===== src/rtl/mfa_seq_ctrl.sv =====
// Index-compression sequencer: buffers one block while feeding an MFA detector,
// then emits header (MFA value), match bitmap and the unmatched words in order.
module mfa_seq_ctrl #(
  parameter int WIDTH_DATA = 32,
  parameter int BLOCK_LEN  = 8,
  parameter int LOG_BLOCK  = $clog2(BLOCK_LEN),
  parameter int MFA_CNT_W  = 3,
  parameter int MIN_COUNT  = 2
) (
  input  logic                  clock,
  input  logic                  reset,
  input  logic                  I_Valid,
  input  logic [WIDTH_DATA-1:0] I_Data,
  output logic                  O_Ready,
  output logic                  O_MFA_Valid,
  output logic [WIDTH_DATA-1:0] O_MFA_Data,
  output logic                  O_MFA_FValid,
  output logic [WIDTH_DATA-1:0] O_MFA_FData,
  output logic                  O_MFA_Rd,
  input  logic                  I_MFA_Valid,
  input  logic [WIDTH_DATA-1:0] I_MFA_Data,
  input  logic [MFA_CNT_W-1:0]  I_MFA_Count,
  output logic                  O_Valid,
  output logic [WIDTH_DATA-1:0] O_Data,
  output logic                  O_Last,
  input  logic                  I_Ready,
  output logic                  O_Busy
);

  typedef enum logic [2:0] {IDLE, LOAD, RD, CAPT, HDR, MSK, DAT} state_t;

  state_t                state_q, state_d;
  logic [WIDTH_DATA-1:0] mem_q [BLOCK_LEN];
  logic [WIDTH_DATA-1:0] mem_d [BLOCK_LEN];
  logic [LOG_BLOCK-1:0]  wr_idx_q, wr_idx_d;
  logic [LOG_BLOCK-1:0]  rd_idx_q, rd_idx_d;
  logic [WIDTH_DATA-1:0] mfa_val_q, mfa_val_d;
  logic [MFA_CNT_W-1:0]  mfa_cnt_q, mfa_cnt_d;
  logic                  mfa_vld_q, mfa_vld_d;

  logic                  use_c;
  logic [BLOCK_LEN-1:0]  mask;
  logic [LOG_BLOCK-1:0]  first_idx;
  logic [LOG_BLOCK-1:0]  next_idx;
  logic                  has_next;
  logic                  feed;

  assign use_c = mfa_vld_q && (mfa_cnt_q >= MFA_CNT_W'(MIN_COUNT));

  // Lowest unmasked index overall and lowest unmasked index above rd_idx,
  // so masked entries are skipped without bubbles.
  always_comb begin
    first_idx = '0;
    next_idx  = '0;
    has_next  = 1'b0;
    for (int i = 0; i < BLOCK_LEN; i++) begin
      mask[i] = use_c && (mem_q[i] == mfa_val_q);
    end
    for (int i = BLOCK_LEN - 1; i >= 0; i--) begin
      if (!mask[i]) begin
        first_idx = LOG_BLOCK'(i);
        if (LOG_BLOCK'(i) > rd_idx_q) begin
          next_idx = LOG_BLOCK'(i);
          has_next = 1'b1;
        end
      end
    end
  end

  always_comb begin
    state_d   = state_q;
    mem_d     = mem_q;
    wr_idx_d  = wr_idx_q;
    rd_idx_d  = rd_idx_q;
    mfa_val_d = mfa_val_q;
    mfa_cnt_d = mfa_cnt_q;
    mfa_vld_d = mfa_vld_q;
    O_Ready   = 1'b0;
    O_Valid   = 1'b0;
    O_Data    = '0;
    O_Last    = 1'b0;
    O_MFA_Rd  = 1'b0;

    case (state_q)
      IDLE: begin
        O_Ready = 1'b1;
        if (I_Valid) begin
          mem_d[0] = I_Data;
          wr_idx_d = LOG_BLOCK'(1);
          state_d  = LOAD;
        end
      end
      LOAD: begin
        O_Ready = 1'b1;
        if (I_Valid) begin
          mem_d[wr_idx_q] = I_Data;
          wr_idx_d        = wr_idx_q + LOG_BLOCK'(1);
          if (wr_idx_q == LOG_BLOCK'(BLOCK_LEN - 1)) state_d = RD;
        end
      end
      RD: begin
        O_MFA_Rd = 1'b1;
        state_d  = CAPT;
      end
      CAPT: begin
        mfa_val_d = I_MFA_Data;
        mfa_cnt_d = I_MFA_Count;
        mfa_vld_d = I_MFA_Valid;
        state_d   = HDR;
      end
      HDR: begin
        O_Valid = 1'b1;
        O_Data  = use_c ? mfa_val_q : '0;
        if (I_Ready) state_d = MSK;
      end
      MSK: begin
        O_Valid                = 1'b1;
        O_Data[BLOCK_LEN-1:0]  = mask;
        O_Last                 = &mask;
        if (I_Ready) begin
          if (&mask) begin
            state_d = IDLE;
          end else begin
            rd_idx_d = first_idx;
            state_d  = DAT;
          end
        end
      end
      DAT: begin
        O_Valid = 1'b1;
        O_Data  = mem_q[rd_idx_q];
        O_Last  = !has_next;
        if (I_Ready) begin
          if (has_next) rd_idx_d = next_idx;
          else          state_d  = IDLE;
        end
      end
      default: state_d = IDLE;
    endcase

    // Outputs read as zero while reset is held.
    if (reset) begin
      O_Ready  = 1'b0;
      O_Valid  = 1'b0;
      O_Data   = '0;
      O_Last   = 1'b0;
      O_MFA_Rd = 1'b0;
    end

    feed         = I_Valid && O_Ready;
    O_MFA_Valid  = feed;
    O_MFA_FValid = feed;
    O_MFA_Data   = feed ? I_Data : '0;
    O_MFA_FData  = feed ? I_Data : '0;
    O_Busy       = (state_q != IDLE) && !reset;
  end

  always_ff @(posedge clock) begin
    if (reset) begin
      state_q   <= IDLE;
      wr_idx_q  <= '0;
      rd_idx_q  <= '0;
      mfa_val_q <= '0;
      mfa_cnt_q <= '0;
      mfa_vld_q <= 1'b0;
    end else begin
      state_q   <= state_d;
      wr_idx_q  <= wr_idx_d;
      rd_idx_q  <= rd_idx_d;
      mfa_val_q <= mfa_val_d;
      mfa_cnt_q <= mfa_cnt_d;
      mfa_vld_q <= mfa_vld_d;
    end
  end

  always_ff @(posedge clock) begin
    mem_q <= mem_d;
  end

endmodule


===== config.mk =====
export PLATFORM = sky130hd
export DESIGN_NAME = mfa_seq_ctrl
export DESIGN_NICKNAME = d
export VERILOG_FILES = /design/src/rtl/mfa_seq_ctrl.sv
export SDC_FILE = /design/constraint.sdc
export NUM_CORES = 1
export LEC_CHECK = 0
export ABC_AREA = 0
export CAP_MARGIN = 10
export CORE_AREA = 2 2 177 213
export DETAILED_ROUTE_END_ITERATION = 12
export DIE_AREA = 0 0 179 215
export PLACE_DENSITY = 0.63
export SETUP_SLACK_MARGIN = 0.4
export SLEW_MARGIN = 10
export SYNTH_ARGS = -nofsm -noshare
export SYNTH_HDL_FRONTEND = slang
export SYNTH_SLANG_ARGS = --single-unit

===== constraint.sdc =====
create_clock -name clock -period 5.32 [get_ports clock]
set_clock_uncertainty 0.1 [all_clocks]
set_input_delay 1.33 -clock clock [delete_from_list [all_inputs] [get_ports clock]]
set_output_delay 1.33 -clock clock [all_outputs]
set_load 0.005 [all_outputs]

After elaboration in Yosys (flattened, before gate mapping)
Index checks and enable logic that the tools add are counted.
{"block": "classes", "add_sub_neg": 1, "multipliers": 0, "div_mod_pow": 0, "order_cmp": 12, "eq_ne": 24, "n_shift": 0, "mux": 78, "bitwise": 2, "n_reduce_logical": 25}
{"cell": "$bwmux W256", "count": 1}
{"cell": "$eq A32 B32 Y1", "count": 8}
{"cell": "$mux W256", "count": 1}
{"cell": "$mux W32", "count": 7}
{"cell": "$mux W3", "count": 37}
{"cell": "$bmux W32 S3", "count": 1}
{"cell": "$demux W32 S3", "count": 1}
{"cell": "$pmux W32 S2", "count": 1}
{"cell": "$pmux W24 S2", "count": 1}
{"cell": "$pmux W8 S3", "count": 1}
{"cell": "$mux W1", "count": 23}
{"cell": "$pmux W3 S7", "count": 1}
{"cell": "$ne A2 B2 Y1 const B", "count": 9}
{"cell": "$eq A3 B3 Y1 const B", "count": 4}
{"cell": "$gt A3 B3 Y1 const A", "count": 4}
{"cell": "$logic_and A1 B1 Y1", "count": 12}
{"cell": "$pmux W3 S2", "count": 2}
{"cell": "$ge A4 B4 Y1 const B", "count": 2}
{"cell": "$not A3 Y4", "count": 2}
{"cell": "$reduce_and A8 Y1", "count": 1}
{"cell": "$reduce_and A7 Y1", "count": 1}
{"cell": "$eq A3 B2 Y1 const B", "count": 2}
{"cell": "$gt A1 B3 Y1 const A", "count": 2}
{"cell": "$gt A2 B3 Y1 const A", "count": 2}
{"cell": "other kinds (14)", "count": 16}
{"block": "word_totals", "reg_bits": 301, "latch_bits": 0, "ramBits": 0, "romBits": 0, "input_bits": 72, "mem_count": 0}

Longest topological paths before layout
{"block": "depth", "ltp_word": 21, "mapped_depth": 11, "depth_no_buf": 9}

Least setup slack after synthesis
Ideal clock, no wire load.
{"block": "synth_path", "kind": "input port to flip-flop", "from": "input port I_Valid", "to": "register mem_q[192] in the netlist's numbering, enable pin", "setup_time_ns": 0.461, "t_arrival_ns": 4.055, "t_required_ns": 4.759, "path_slack_ns": 0.704, "path_stages": 4, "cell_sequence": "inv_1 nor3_1 nand3_1 nor3_1"}
{"block": "synth_via", "elab_chain_cells": 1}
{"item": "start, declared", "line_no": "12", "rtl": "input logic I_Valid,"}
{"item": "$reduce_and A2 Y1 (no source line)"}
{"item": "end signal, assigned", "line_no": "177", "rtl": "mem_q <= mem_d;"}
{"item": "end, declared", "line_no": "33", "rtl": "logic [WIDTH_DATA-1:0] mem_q [BLOCK_LEN];"}
No other way between the ends.
A chain may end at the register's enable or synchronous reset.

Final worst setup path
{"block": "layout_path", "from": "register mem_q[207] in the netlist's numbering", "to": "output port O_Data[1]"}
{"block": "layout_via", "elab_chain_cells": 4}
{"item": "$eq A32 B32 Y1", "line_no": "57", "rtl": "mask[i] = use_c && (mem_q[i] == mfa_val_q);"}
{"item": "$logic_and A1 B1 Y1", "line_no": "57"}
{"item": "$pmux W8 S3", "line_no": "84", "rtl": "case (state_q)"}
{"item": "$mux W32", "line_no": "142", "rtl": "if (reset) begin"}
{"item": "end, declared", "line_no": "24", "rtl": "output logic [WIDTH_DATA-1:0] O_Data,"}
No other way between the ends.

==> reports/results.tsv <==
metric	value	unit
placeable core area	0.0365	mm^2
library cell contributing the largest single delay on the critical path	clkdlybuf4s50_1	
# hold bufs at CTS	0	
Final ANT Viol Nets	0	
fraction of power consumed by the clock network	39.4	%
path class of the lowest-slack min-delay path	reg2reg	
top achievable clock speed	209	MHz
kind of cell adding the most delay to the critical path	simple AND/OR/NAND/NOR gates	
post-synthesis cell type with the largest combined area	edfxtp_1	
combinational power share	14.5	%
drt wl/cell	28.0	um
power per cell area	302	mW/mm^2
number of antenna diodes	0	
leading cell type in the layout, fill and taps excluded	edfxtp_1	
Async SR Flop Fraction	0	%
Worst Max-Slew Pin Slew	970	ps
clock-pin transition on the worst setup and hold timing paths	60	ps
maximum number of pins on one net before global-route repair	39	
clock root cell	clkbuf_16	
I/O pin cnt	175	
aggregate negative setup slack	0	ps
most common flop cell mapped by yosys	edfxtp_1	
number of flops mapped to enable cells by yosys	256	
startpoint of the tightest hold check path	mfa_cnt_q[2]	
antenna violations before repair	0	
Layout Nets	1560	
total routing resource utilization after global routing	29.2	%
pre-CTS setup slack	528	ps
worst-skew pair later-pin latency	530	ps
Sw Pwr	1.52	mW
worst setup path class	reg2out	
Slew HR	35.2	%
peak fanout along the critical path	5	
router iterations before antenna repair	5	
Net Sw Frac	25.5	%
gp weighted congestion	1.07	
P&R area growth vs syn	22.3	%
post-synth top area share	47.5	%
crit end category	output pin	
worst voltage drop across the vdd grid	0.000217	V
Synth Warn #	0	
vias in the first global route	11542	
hold violation count in the final report	0	
count of input and output buffers	173	
source of the critical timing path	mem_q[207]	
clk sink count	300	
internal portion of total power	4.45	mW
detailed-route via count	11558	
Synth Net Count	1404	
final critical-path required period	4790	ps
initial core utilization	44.3	%
number of violations reported at the end of detailed-routing iteration 0	1308	
status	completed	
Die Outline Area	0.0385	mm^2
detailed-route wire length	55700	um
mean area per synthesized cell	12.2	um^2
final number of setup-violating endpoints	0	
via/cell ratio	5.82	
clock tree from TritonCTS	built	
number of buffers created by CTS	34	
die width	179	um
leading cell types in the layout, fill and taps excluded	edfxtp_1, xor2_1, clkdlybuf4s50_1	
Residual DRC	0	
crit-path max cell delay	520	ps
Die Ht	215	um
area of the mapped netlist	0.0162	mm^2
post-synthesis register bit count	300	
cells taking the most area after synthesis	edfxtp_1, xor2_1, mux4_2	
fraction of layout cells with a size suffix above 1	18.2	%
most prevalent standard cell on the critical path	nor2_1	
Critical Path RT	3890	ps
share of the core filled with cells in the final layout	54.2	%
max-slew violation count	0	
number of placement rows	77	
number of H-tree levels	2	
data arrival time of the worst path	3360	ps
global-route wire length before repair	79400	um
setup repair after global routing missed its margin	no	
max capacitance violation total	0	
count of buffer and inverter cells on the critical path	2	
worst setup margin	533	ps
DP HPWL	39800	um
synth unique cells	59	
startpoint of the worst-slack reg-to-reg timing path	mfa_val_q[24]	
final worst path period share	90.0	%
crit start category	flop	
sequential cell fraction of total power	46.2	%
sequential cell area fraction in the yosys report	53.0	%
number of standard cells after synthesis	1330	
series of cell instances along the critical path	xor2_1 > nor4_2 > nand4_1 > or4_4 > buf_4 > nor2_1 > a211oi_1 > nor2_1 > clkdlybuf4s50_1	
maximum count of clock buffers along a single path	3	
overflow left after global routing	0	
leakage component of the power	6.78	nW
[cell type report]
class                      count  area (um^2)
multi-input combinational    900         7100
timing repair buffer         243         2310
clock inverter                 5         32.5
sequential                   300         8620
clock buffer                  57         1100
tap                          474          593
inverter                       7         26.3
fill                        3088        16700
[layer usage]
metal	up-vias	track usage [%]	part of all wire (%)
met5	-	0	0
met4	0	12.3	4.4
met3	97	4.55	7.7
met2	593	47.7	49
met1	5762	38.4	39
li1	5106	-	-
[synthesized netlist by cell type, types with 3 or more instances]
| library cell | count |
|---|---|
| mux2i_1 | 7 |
| a31oi_1 | 3 |
| clkbuf_1 | 38 |
| nand3_1 | 22 |
| edfxtp_1 | 256 |
| a21oi_1 | 110 |
| buf_1 | 10 |
| mux4_2 | 64 |
| xor2_1 | 181 |
| o21ai_0 | 13 |
| buf_6 | 13 |
| or3_1 | 5 |
| nor2_1 | 58 |
| xnor2_1 | 75 |
| nand4_1 | 26 |
| nand2_1 | 142 |
| inv_1 | 6 |
| nor4_2 | 6 |
| and2_1 | 65 |
| buf_2 | 12 |
| clkbuf_8 | 6 |
| dfxtp_1 | 44 |
| a211oi_1 | 5 |
| buf_4 | 43 |
| nand2b_1 | 5 |
| nor3_1 | 24 |
| nor4_1 | 51 |
[power by group through the flow]
| stage | Combinational, mW | Sequential [mW] | Clock (mW) |
|---|---|---|---|
| 6_report | 0.864 | 2.76 | 2.35 |
| 5_1_grt | 0.921 | 2.77 | 2.46 |
| 4_1_cts | 0.865 | 2.76 | 2.37 |
| 3_5_place_dp | 0.851 | 2.81 | 0 |
| 3_3_place_gp | 0.843 | 2.80 | 0 |
| 2_1_floorplan | 0.511 | 2.76 | 0 |
[registers in the layout, indices dropped and copies added, names as in the netlist]
signal / cells
state_q: 3
mfa_val_q: 32
mfa_cnt_q: 2
mem_q: 256
rd_idx_q: 3
mfa_vld_q: 1
wr_idx_q: 3
[cell families after synthesis]
group | synth area share (%)
AOI/OAI and AO/OA | 5.10
xor gates and xnor gates | 13.9
adders and majority gates | 0.155
buffers and inverters | 5.15
DFF | 53.0
muxes | 9.35
and+or+nand+nor | 13.4
[path summary, 6_finish.rpt]
kind | endpoint | slack, ps | cells past startpoint
hold reg to reg | mfa_cnt_q[2] | 380 | 2
setup / recovery | O_Data[1] | 530 | 9
hold / removal | mfa_cnt_q[2] | 380 | 2
setup reg to reg | rd_idx_q[0] | 2260 | 12
[worst min-delay path: stages (launching register included)]
cell and delay (ps):
dfxtp_1 320, nand2_1 60, a21oi_1 50
[through the flow]
stage | power [mW] | std cells | hold slack [ps] | instance area (um^2)
after floorplan | 3.27 | 1330 | 346 | 16200
after global placement | 3.64 | 1922 | 360 | 18300
after detailed placement | 3.66 | 1922 | 367 | 18300
after CTS | 5.99 | 1986 | 380 | 19800
after global routing | 6.15 | 1986 | 412 | 19800
final | 5.98 | 1986 | 380 | 19800
[what timing repair did]
item | in CTS | in global routing
pin swaps | 7 | 0
buffers inserted | 2 | 0
endpoints found under the hold margin | 0 | 0
gates resized for setup | 71 | 1
endpoints found under the setup margin | 2 | 1
Note: power is estimated with default switching activity, not from simulation.
